===== src/rtl/vga_rect_fill_if.sv =====
// MCU register bus plus framebuffer write port of the rectangle filler.
// The DONE_IRQ line exists only when VGA_FILL_IRQ_EN is defined.
interface vga_rect_fill_if;
    logic [31:0] iobus_addr;
    logic [31:0] iobus_out;
    logic        iobus_wr;
    logic [31:0] rd_data;
    logic [12:0] fb_wa;
    logic [7:0]  fb_wd;
    logic        fb_we;
    logic        busy;
`ifdef VGA_FILL_IRQ_EN
    logic        done_irq;
`endif

    modport master (
        output iobus_addr, iobus_out, iobus_wr,
`ifdef VGA_FILL_IRQ_EN
        input  done_irq,
`endif
        input  rd_data, fb_wa, fb_wd, fb_we, busy
    );

    modport slave (
        input  iobus_addr, iobus_out, iobus_wr,
`ifdef VGA_FILL_IRQ_EN
        output done_irq,
`endif
        output rd_data, fb_wa, fb_wd, fb_we, busy
    );
endinterface


===== src/rtl/vga_rect_fill.sv =====
// MMIO rectangle filler: one pixel per cycle into an 80x60 framebuffer, first pixel the cycle after GO; VGA_FILL_IRQ_EN adds DONE_IRQ.
// No backpressure: the framebuffer port is owned while busy, GO during a fill is dropped.
module vga_rect_fill #(
    parameter logic [31:0] BASE_AD = 32'h11000180
) (
    input  logic           clk,
    input  logic           reset_n,
    vga_rect_fill_if.slave bus
);
    typedef enum logic {IDLE, RUN} state_t;

    state_t      state, state_nxt;
    logic [6:0]  x0, w;
    logic [5:0]  y0, h;
    logic [7:0]  color;
    logic [7:0]  col, row;
    logic [7:0]  col_first, col_last, row_last;
    logic        done;
    logic        pos_wr, size_wr, go_wr, stat_sel;
    logic        go_accept, last_pix;
    logic        unused_bits;

    assign pos_wr   = bus.iobus_wr && (bus.iobus_addr == BASE_AD);
    assign size_wr  = bus.iobus_wr && (bus.iobus_addr == BASE_AD + 32'd4);
    assign go_wr    = bus.iobus_wr && (bus.iobus_addr == BASE_AD + 32'd8);
    assign stat_sel = (bus.iobus_addr == BASE_AD + 32'd12);
    assign unused_bits = ^bus.iobus_out[31:14];

    always_comb begin
        state_nxt = state;
        go_accept = 1'b0;
        last_pix  = 1'b0;
        case (state)
            IDLE: begin
                if (go_wr && (w != 7'd0) && (h != 6'd0)) begin
                    go_accept = 1'b1;
                    state_nxt = RUN;
                end
            end
            RUN: begin
                if ((col == col_last) && (row == row_last)) begin
                    last_pix  = 1'b1;
                    state_nxt = IDLE;
                end
            end
            default: state_nxt = IDLE;
        endcase
    end

    always_ff @(posedge clk or negedge reset_n) begin
        if (!reset_n) state <= IDLE;
        else          state <= state_nxt;
    end

    // Shadow registers take POS/SIZE at any time; the working copy is only loaded on an accepted GO.
    always_ff @(posedge clk or negedge reset_n) begin
        if (!reset_n) begin
            x0        <= '0;
            y0        <= '0;
            w         <= '0;
            h         <= '0;
            color     <= '0;
            col       <= '0;
            row       <= '0;
            col_first <= '0;
            col_last  <= '0;
            row_last  <= '0;
        end else begin
            if (pos_wr) begin
                x0 <= bus.iobus_out[6:0];
                y0 <= bus.iobus_out[13:8];
            end
            if (size_wr) begin
                w <= bus.iobus_out[6:0];
                h <= bus.iobus_out[13:8];
            end
            if (go_accept) begin
                color     <= bus.iobus_out[7:0];
                col       <= {1'b0, x0};
                row       <= {2'b0, y0};
                col_first <= {1'b0, x0};
                col_last  <= {1'b0, x0} + {1'b0, w} - 8'd1;
                row_last  <= {2'b0, y0} + {2'b0, h} - 8'd1;
            end else if ((state == RUN) && !last_pix) begin
                // Counters freeze on the final pixel so FB_WA keeps its last value in IDLE.
                if (col == col_last) begin
                    col <= col_first;
                    row <= row + 8'd1;
                end else begin
                    col <= col + 8'd1;
                end
            end
        end
    end

    always_ff @(posedge clk or negedge reset_n) begin
        if (!reset_n)       done <= 1'b0;
        else if (go_accept) done <= 1'b0;
        else if (last_pix)  done <= 1'b1;
    end

`ifdef VGA_FILL_IRQ_EN
    always_ff @(posedge clk or negedge reset_n) begin
        if (!reset_n) bus.done_irq <= 1'b0;
        else          bus.done_irq <= last_pix;
    end
`endif

    // Outputs decode straight from registers so an async reset drops them immediately.
    assign bus.busy    = (state == RUN);
    assign bus.fb_we   = (state == RUN) && (col < 8'd80) && (row < 8'd60);
    assign bus.fb_wa   = {row[5:0], col[6:0]};
    assign bus.fb_wd   = color;
    assign bus.rd_data = stat_sel ? {30'd0, done, (state == RUN)} : 32'd0;
endmodule


===== src/flat_wrapper.sv =====
// flat-port wrapper written by rule: the top's interface ports become plain ports
module vga_rect_fill_flat 
#(
    parameter logic [31:0] BASE_AD = 32'h11000180
)
  (clk, reset_n, bus_iobus_addr, bus_iobus_out, bus_iobus_wr, bus_rd_data, bus_fb_wa, bus_fb_wd, bus_fb_we, bus_busy);
  vga_rect_fill_if bus_i ();
  input  logic clk;
  input  logic reset_n;
  input wire logic [$bits(bus_i.iobus_addr)-1:0] bus_iobus_addr;
  input wire logic [$bits(bus_i.iobus_out)-1:0] bus_iobus_out;
  input wire logic [$bits(bus_i.iobus_wr)-1:0] bus_iobus_wr;
  output wire logic [$bits(bus_i.rd_data)-1:0] bus_rd_data;
  output wire logic [$bits(bus_i.fb_wa)-1:0] bus_fb_wa;
  output wire logic [$bits(bus_i.fb_wd)-1:0] bus_fb_wd;
  output wire logic [$bits(bus_i.fb_we)-1:0] bus_fb_we;
  output wire logic [$bits(bus_i.busy)-1:0] bus_busy;
  assign bus_i.iobus_addr = bus_iobus_addr;
  assign bus_i.iobus_out = bus_iobus_out;
  assign bus_i.iobus_wr = bus_iobus_wr;
  assign bus_rd_data = bus_i.rd_data;
  assign bus_fb_wa = bus_i.fb_wa;
  assign bus_fb_wd = bus_i.fb_wd;
  assign bus_fb_we = bus_i.fb_we;
  assign bus_busy = bus_i.busy;
  vga_rect_fill #(.BASE_AD(BASE_AD)) u_core (.clk(clk), .reset_n(reset_n), .bus(bus_i));
endmodule

===== config.mk =====
export PLATFORM = sky130hd
export DESIGN_NAME = vga_rect_fill_flat
export DESIGN_NICKNAME = d
export VERILOG_FILES = /design/src/rtl/vga_rect_fill_if.sv /design/src/rtl/vga_rect_fill.sv /design/src/flat_wrapper.sv
export SDC_FILE = /design/constraint.sdc
export NUM_CORES = 1
export LEC_CHECK = 0
export CORE_MARGIN = 8
export CORE_UTILIZATION = 49
export DETAILED_ROUTE_END_ITERATION = 7
export PLACE_DENSITY = 0.85
export SYNTH_ARGS = -nofsm -noshare
export SYNTH_HDL_FRONTEND = slang
export SYNTH_SLANG_ARGS = --single-unit

===== constraint.sdc =====
create_clock -name clk -period 2.7 [get_ports clk]
set_clock_uncertainty 0.1 [all_clocks]
set_input_delay 0.405 -clock clk [delete_from_list [all_inputs] [get_ports clk]]
set_output_delay 0.405 -clock clk [all_outputs]
set_load 0.01 [all_outputs]

# Yosys cells after proc, flatten, opt, wreduce, memory -nomap -nowiden
# Index checks and enable logic that the tools add are counted.
# W data, S select, Z words.
[classes]
addsub = 6
multipliers = 0
div = 0
order_cmp = 2
n_eq_ne = 6
n_shift = 0
muxes = 15
bitwise = 1
reduce_logical = 16
[op_table]
columns = ["operator", "n"]
rows = [
  ["$eq A32 B29 Y1 const B", 4],
  ["$mux W8", 6],
  ["$add A8 B1 Y8 const B", 2],
  ["$eq A8 B8 Y1", 2],
  ["$sub A8 B1 Y8 const B", 2],
  ["$logic_and A1 B1 Y1", 9],
  ["$add A7 B7 Y8", 1],
  ["$lt A8 B6 Y1 const B", 1],
  ["$lt A8 B7 Y1 const B", 1],
  ["$add A6 B6 Y7", 1],
  ["$mux W1", 7],
  ["$reduce_bool A7 Y1", 1],
  ["$reduce_bool A2 Y1", 3],
  ["$reduce_bool A6 Y1", 1],
  ["$mux W2", 1],
  ["$pmux W1 S2", 1],
  ["$reduce_and A2 Y1", 1],
  ["$logic_not A1 Y1", 1],
  ["$not A1 Y1", 1],
]
[totals]
reg_bits = 75
latch_bits = 0
ramBits = 0
mem_bits_ro = 0
output_inout_bits = 55
elab_cells = 58
memories = 0

# Longest topological paths before layout
# Gate-level depths: netlist of the first run.
[logic_depth]
word_depth = 8
ltp_mapped = 13
mapped_depth_nobuf = 13

# Worst setup path before layout of the first run
# OpenSTA, ideal clock, no wires.
[synth_path]
path_kind = "register -> register"
start = "reg u_core.h[0]"
end = "reg u_core.row_last[5]"
setup_ns = 0.125
arrival_time_ns = 2.186
path_slack_ns = 0.289
stages_incl_launch_ff = 10
n_path_buf = 0
period_less_slack_ns = 2.411
path_cell_list = "dfrtp_1 ha_1 fa_1 a21o_1 a21oi_1 xnor2_1 nand3_1 xor2_1 xnor2_1 mux2_2"
[synth_between]
elab_chain_cells = 4
[synth_lines]
columns = ["item", "line_no", "text"]
rows = [
  ["from (decl)", "vga_rect_fill.sv:14", "logic [5:0] y0, h;"],
  ["from (signal assigned)", "vga_rect_fill.sv:75", "h <= bus.iobus_out[13:8];"],
  ["branches (longest 4 deep; another with $sub A8 B1 Y8)", "--", ""],
  ["to (signal assigned)", "vga_rect_fill.sv:83", "row_last <= {2'b0, y0} + {2'b0, h} - 8'd1;"],
  ["to (decl)", "vga_rect_fill.sv:17", "logic [7:0] col_first, col_last, row_last;"],
]
# Several ways; the timed one is not identified.
# A chain may end at the register's enable or synchronous reset.

# Final worst setup path of the first run
# Same ends and word-level chain as after synthesis.

==> impl_metrics.toml, run 1 <==
[cells_and_area]
num-nets-final = 663
commonest_non_fill_non_tap_cells_in_the_layout = "sky130_fd_sc_hd__nand2_1, sky130_fd_sc_hd__dfrtp_1, sky130_fd_sc_hd__clkdlybuf4s50_1"
layout-drive-gt1-share = 0.116
multi_input_area_um2 = 2240
area.sequential_um2 = 1880
layout.cell_area.non_filler_um2 = 5480
area_growth_pct = 20.5
fillCellCount = 713
num_antenna_cells = 0
stdcell_count = 688
post-route-util = 0.601

[timing]
report.final.slew_viol_count = 0
clock.fmax_mhz = 388
fin_worst_hold_slack_ns = 0.376
finalSetupViolCount = 0
hold_viol = 0
min_period_ns = 2.58
period_share = 0.954
setup-tns-final_ns = 0

[floorplanning]
die_width_um = 112
floorplan.io_pins = 122
fp.dieArea_um2 = 12600
area_inside_the_core_boundary_um2 = 9110
die_h_um = 112
start_util = 0.499
row_count = 35

[worst_setup_path]
critPathCaptureType = "register"
crit_type = "reg2reg"
critical_path_arrival_ns = 2.72
timing.critical_path.slowest_stage_cell = "sky130_fd_sc_hd__fa_1"
critical_path.cell_chain = "ha_1 > fa_1 > a21o_1 > a21oi_1 > xnor2_1 > nand3_1 > xor2_1 > xnor2_1 > mux2_2"
worst_ep_required_time_ns = 2.84
slowest_delay_ns = 0.42
reg2reg_to = "u_core.row_last[5]"
critical_path.n_buffers_inverters = 0
critical_path.reg2reg.startpoint = "u_core.h[0]"
setup.reg_to_reg.worst_slack_ns = 0.12
ff2ff_path_depth = 9
cpLargestDelayFamily = "adder cells"
worst_setup_path_start_kind = "register"
critPathMostFrequentCell = "sky130_fd_sc_hd__xnor2_1"
critPathMaxFanout = 3

[yosys]
synth_sequential_area_ratio = 0.413
ys.warnings.count = 0
synth.cell_area_um2 = 4550
synthDominantAreaCellType = "sky130_fd_sc_hd__dfrtp_1"
netlist-cell-type-count = 42
asyncSetResetFlopFracSynth = 1.00
synth_largest_type_area_fraction = 0.413
synth.avg_cell_area_um2 = 9.13
synthTopCellsByArea = "sky130_fd_sc_hd__dfrtp_1, sky130_fd_sc_hd__buf_4, sky130_fd_sc_hd__ha_1"
synth_flop_cell = "sky130_fd_sc_hd__dfrtp_1"
number_of_flops_mapped_to_enable_cells_by_yosys = 0
synth.ff_latch_count = 75
syn-instance-count = 498

[clock_tree]
cts.reportedPaths.clkPinSlew_ns = 0.08
cts_buffer_depth = 2
cts_inserted_buffers = 9
clock_tree_from_tritoncts = "built"
clockRootBuffer = "sky130_fd_sc_hd__clkbuf_8"
insertion_delay_ns = 0.35
cts-htree-levels = 3
numClockSinks = 75

[detailed_routing]
vias_per_cell = 5.18
drt.antenna.violating_nets = 0
detailedRoute.firstPassIterationCount = 4
wl_per_cell_um = 14.9
totalWireLength_mm = 10.2
drc_errors = 0
drt_iter0_markers = 191
via_count = 3565

[run_status]
run_status = "finished clean"

[placed_design]
number_of_cells_in_the_design_after_placement = 667
placed_area_um2 = 5240
place_congestion = 0.888
post-dp-hpwl_mm = 7.78
port-buffer-count = 73

[grt]
vias_in_the_first_global_route = 3625
grtUsageTotal = 0.161
grt_pass1_wl_mm = 16.7
grt_remaining_overflow = 0
grt_antenna_before_repair = 0
grt_start_max_net_pins = 76

[power_and_ir_drop]
power_per_cell_area_nw_per_um2 = 388
leakage_nw = 2.77
peakVddDrop_uv = 252

[hold_path]
hold_start = "u_core.bus.fb_wd[6]"
worstHoldEndpoint = "u_core.bus.fb_wd[6]"
hold_path_class = "reg2reg"
hold-path-cell-count = 2

[flow_run]
cap_viol_max_count = 0
==> kinds of logic (layout without fill, tap and decap cells) <==
| logic type | Yosys count | in the layout | synth area share |
|---|---|---|---|
| flip-flops | 75 | 75 | 0.413 |
| multiplexers | 21 | 21 | 0.0504 |
| other | 1 | 30 | 0.000825 |
| AO/OA/AOI/OAI | 76 | 76 | 0.0911 |
| adder cells (fa/ha/maj) | 24 | 24 | 0.0694 |
| AND/OR/NAND/NOR | 163 | 163 | 0.170 |
| buffers and inverters | 96 | 146 | 0.124 |
| XOR/XNOR | 42 | 42 | 0.0809 |
==> flip-flops by register name, summed over array words and instances, names as in the netlist <==
signal,cells
u_core.col_first,7
u_core.row_last,8
u_core.x0,7
u_core.h,6
u_core.w,7
u_core.bus.busy,1
u_core.bus.fb_wd,8
u_core.done,1
u_core.col,8
u_core.y0,6
u_core.row,8
u_core.col_last,8
==> metal layers <==
metal / wire (um) / vias to the layer above / global-route usage
li1: - / 1739 / -
met1: 4300 / 1678 / 0.191
met2: 4970 / 131 / 0.267
met3: 745 / 17 / 0.0505
met4: 202 / 0 / 0.0656
met5: 0 / - / 0
==> worst reg2reg max path, cell delays in order, from the launching register on <==
cell	delay, ns
sky130_fd_sc_hd__dfrtp_1	0.40
sky130_fd_sc_hd__ha_1	0.23
sky130_fd_sc_hd__fa_1	0.42
sky130_fd_sc_hd__a21o_1	0.20
sky130_fd_sc_hd__a21oi_1	0.24
sky130_fd_sc_hd__xnor2_1	0.19
sky130_fd_sc_hd__nand3_1	0.12
sky130_fd_sc_hd__xor2_1	0.17
sky130_fd_sc_hd__xnor2_1	0.14
sky130_fd_sc_hd__mux2_2	0.26
==> cells in the mapped netlist, types with 12 or more instances <==
cell type	count
sky130_fd_sc_hd__ha_1	22
sky130_fd_sc_hd__xnor2_1	23
sky130_fd_sc_hd__nor2_1	30
sky130_fd_sc_hd__dfrtp_1	75
sky130_fd_sc_hd__xor2_1	19
sky130_fd_sc_hd__buf_4	44
sky130_fd_sc_hd__o21ai_1	17
sky130_fd_sc_hd__inv_1	35
sky130_fd_sc_hd__a21oi_1	23
sky130_fd_sc_hd__nand3_1	12
sky130_fd_sc_hd__mux2_2	15
sky130_fd_sc_hd__o21ai_0	23
sky130_fd_sc_hd__nand2_1	73
==> repair_timing <==
action                     CTS  global route
setup endpoints to repair    2             6
setup buffers                1             3
hold buffers                 1             0
pin swaps                    3             5
gates resized for setup      8            11
hold endpoints to repair    66             0
==> worst max-delay path by stage <==
stage	start	to	slack, ns	depth (start not counted)
2_1_floorplan	u_core.h[0]	u_core.row_last[5]	0.29	9
3_3_place_gp	bus_iobus_addr[10]	bus_rd_data[1]	-0.36	7
3_5_place_dp	bus_iobus_addr[10]	bus_rd_data[1]	-0.39	7
4_1_cts	u_core.h[1]	u_core.row_last[6]	0.07	8
5_1_grt	u_core.y0[0]	u_core.row_last[6]	-0.03	9
6_report	u_core.h[0]	u_core.row_last[5]	0.12	9
==> stage by stage <==
step | power, mW | setup WS (ns)
floorplan | 1.29 | 0.289
global placement | 1.39 | -0.363
detailed placement | 1.40 | -0.388
CTS | 2.14 | 0.0688
global route | 2.22 | -0.0296
finish | 2.13 | 0.124
==> area by class of cell <==
class | instances | area share
timing repair buffer | 95 | 0.168
tap | 111 | 0.0254
sequential | 75 | 0.343
clock inverter | 6 | 0.00754
inverter | 35 | 0.0240
multi-input combinational | 356 | 0.409
clock buffer | 10 | 0.0233
==> power breakdown <==
| part | switching [mW] | total (mW) | internal [mW] | leakage (nW) |
|---|---|---|---|---|
| registers | 0.0216 | 1.16 | 1.14 | 0.942 |
| clock network | 0.418 | 0.751 | 0.333 | 0.0787 |
| logic | 0.101 | 0.218 | 0.117 | 1.75 |
| total | 0.541 | 2.13 | 1.59 | 2.77 |
(Power assumes the default switching activity.)
==> inputs of run 2 (changes only) <==
- CORE_UTILIZATION: 49 -> 25
- PLACE_DENSITY: 0.85 -> 0.51
==> run 2 against run 1 <==
Against the previous run:
- clock power rose by 42%
- final cell count is 17% higher
- combinational power about the same
- critical path depth is 2 lower
- critical path type is now in2out
==> impl_metrics.toml, run 2 (same netlist as run 1, synthesis figures left out) <==
[timing]
timing.slew.headroom = 0.357
finalSetupViolCount = 0
worst_pin_slew_ns = 0.964
min_period_ns = 2.59
hold_viol = 0
clock.fmax_mhz = 386
report.final.slew_viol_count = 0
period_share = 0.959

[detailed_routing]
via_count = 3468
drt_iter0_markers = 152
totalWireLength_mm = 11.1
detailedRoute.firstPassIterationCount = 5
wl_per_cell_um = 13.8
drt.antenna.violating_nets = 0
vias_per_cell = 4.32
drc_errors = 0

[floorplanning]
row_count = 49
floorplan.io_pins = 122
start_util = 0.254
die_h_um = 151
die_width_um = 151
area_inside_the_core_boundary_um2 = 17900
fp.dieArea_um2 = 22800

[clock_tree]
clockRootBuffer = "sky130_fd_sc_hd__clkbuf_16"
numClockSinks = 75
cts_inserted_buffers = 9
cts-htree-levels = 3
insertion_delay_ns = 0.33
cts_setup_buffers = 0
clock_tree_from_tritoncts = "built"
cts.reportedPaths.clkPinSlew_ns = 0.05
cts_buffer_depth = 2

[flow_run]
cap_viol_max_count = 0

[power_and_ir_drop]
cellInternalPower_mw = 1.89
sequential_power_share = 0.476
power_per_cell_area_nw_per_um2 = 429
leakage_nw = 2.82
peakVddDrop_uv = 196
share_comb_of_total_power = 0.088
power.share.switching = 0.229
net-switching-power_mw = 0.560
share_clk_of_total_power = 0.437

[worst_setup_path]
worst_setup_path_start_kind = "input port"
ff2ff_path_depth = 8
reg2reg_to = "u_core.row_last[6]"
timing.critical_path.slowest_stage_cell = "sky130_fd_sc_hd__or4_4"
worst_ep_required_time_ns = 2.19
crit_end = "bus_rd_data[1]"
worstSetupStartpoint = "bus_iobus_addr[10]"
slowest_delay_ns = 0.44
critical_path.reg2reg.startpoint = "u_core.h[1]"
critical_path.cell_chain = "clkdlybuf4s50_1 > or4_4 > nor4_4 > nand4_1 > nor2_1 > and2_1 > buf_2"
critPathCaptureType = "output pin"
setup.reg_to_reg.worst_slack_ns = 0.16
crit_type = "in2out"
critPathMaxFanout = 2
critical_path_arrival_ns = 2.08

[placed_design]
placed_area_um2 = 5390
port-buffer-count = 73
post-dp-hpwl_mm = 8.49
place_congestion = 0.760
number_of_cells_in_the_design_after_placement = 787

[grt]
grt_remaining_overflow = 0
grt_start_max_net_pins = 76
grt_pass1_wl_mm = 18.0
grt_antenna_before_repair = 0
vias_in_the_first_global_route = 3660
grtUsageTotal = 0.0983

[cells_and_area]
layout-drive-gt1-share = 0.108
stdcell_count = 803
multi_input_area_um2 = 2240
commonest_non_fill_non_tap_cells_in_the_layout = "sky130_fd_sc_hd__dfrtp_1, sky130_fd_sc_hd__nand2_1, sky130_fd_sc_hd__clkdlybuf4s50_1"
num_antenna_cells = 0
num-nets-final = 661
fillCellCount = 1875
layout.cell_area.non_filler_um2 = 5700
layout.cells.most_common = "sky130_fd_sc_hd__dfrtp_1"
area_growth_pct = 25.5
area.sequential_um2 = 1880

[hold_path]
hold_path_class = "in2async"

[run_status]
run_status = "finished clean"
==> run 2: cell types whose count changed in the layout (fill, tap and decap cells not counted), sizes merged <==
cell           change
dlymetal6s2s       -1
inv                -1
clkinvlp           -3
dlygate4sd3        -1
clkinv             +1
clkdlybuf4s50      +1
buf                -2
clkbuf             +3
==> run 2: repair_timing <==
| action | 4_1_cts | 5_1_grt |
|---|---|---|
| gates resized for setup | 5 | 12 |
| cloned | 0 | 1 |
| pin swaps | 1 | 5 |
| hold buffers | 0 | 0 |
| setup endpoints to repair | 2 | 33 |
==> run 2: power by group through the flow <==
stage          Sequential, mW  Combinational (mW)  Clock [mW]
3_5_place_dp             1.19               0.216           0
6_report                 1.16               0.215        1.07
2_1_floorplan            1.17               0.119           0
3_3_place_gp             1.18               0.214           0
4_1_cts                  1.17               0.217        1.10
5_1_grt                  1.17               0.240        1.16
==> run 2: cell type report <==
type / count / area share
tap: 229 / 0.0502
sequential: 75 / 0.329
inverter: 35 / 0.0230
clock inverter: 3 / 0.00263
multi-input combinational: 356 / 0.392
timing repair buffer: 93 / 0.159
clock buffer: 12 / 0.0432
==> run 2: through the flow <==
step           utilization  worst slack, ns  hold slack (ns)  setup TNS [ns]  total power [mW]
2_1_floorplan            -            0.289          0.00941               0              1.29
6_report             0.319            0.112            0.114               0              2.45
3_5_place_dp         0.301           -0.313            0.358          -11.85              1.40
4_1_cts              0.316          0.00826            0.163               0              2.48
5_1_grt              0.319         -0.00717            0.207         -0.0113              2.56
3_3_place_gp         0.301           -0.269            0.354           -9.63              1.40
==> run 2: per-layer routing <==
layer	vias up	wire (um)	global-route usage
li1	1727	-	-
met5	-	0	0
met4	0	138	0.0341
met2	97	4960	0.152
met1	1634	5290	0.127
met3	10	677	0.0299
==> run 2: how the worst min path moves through the flow <==
stage,startpoint,to,slack (ns),depth (start not counted)
finish,reset_n,u_core.y0[5],0.11,1
global route,reset_n,u_core.y0[4],0.21,1
CTS,reset_n,u_core.h[4],0.16,1
detailed placement,u_core.bus.fb_wd[2],u_core.bus.fb_wd[2],0.36,2
global placement,u_core.bus.fb_wd[6],u_core.bus.fb_wd[6],0.35,2
floorplan,reset_n,u_core.bus.busy,0.009,0
==> run 2: worst max-delay path, delay by kind of cell <==
kind,cells,cell delay (ns)
AND/OR/NAND/NOR,5,1.13
buffers and inverters,2,0.55
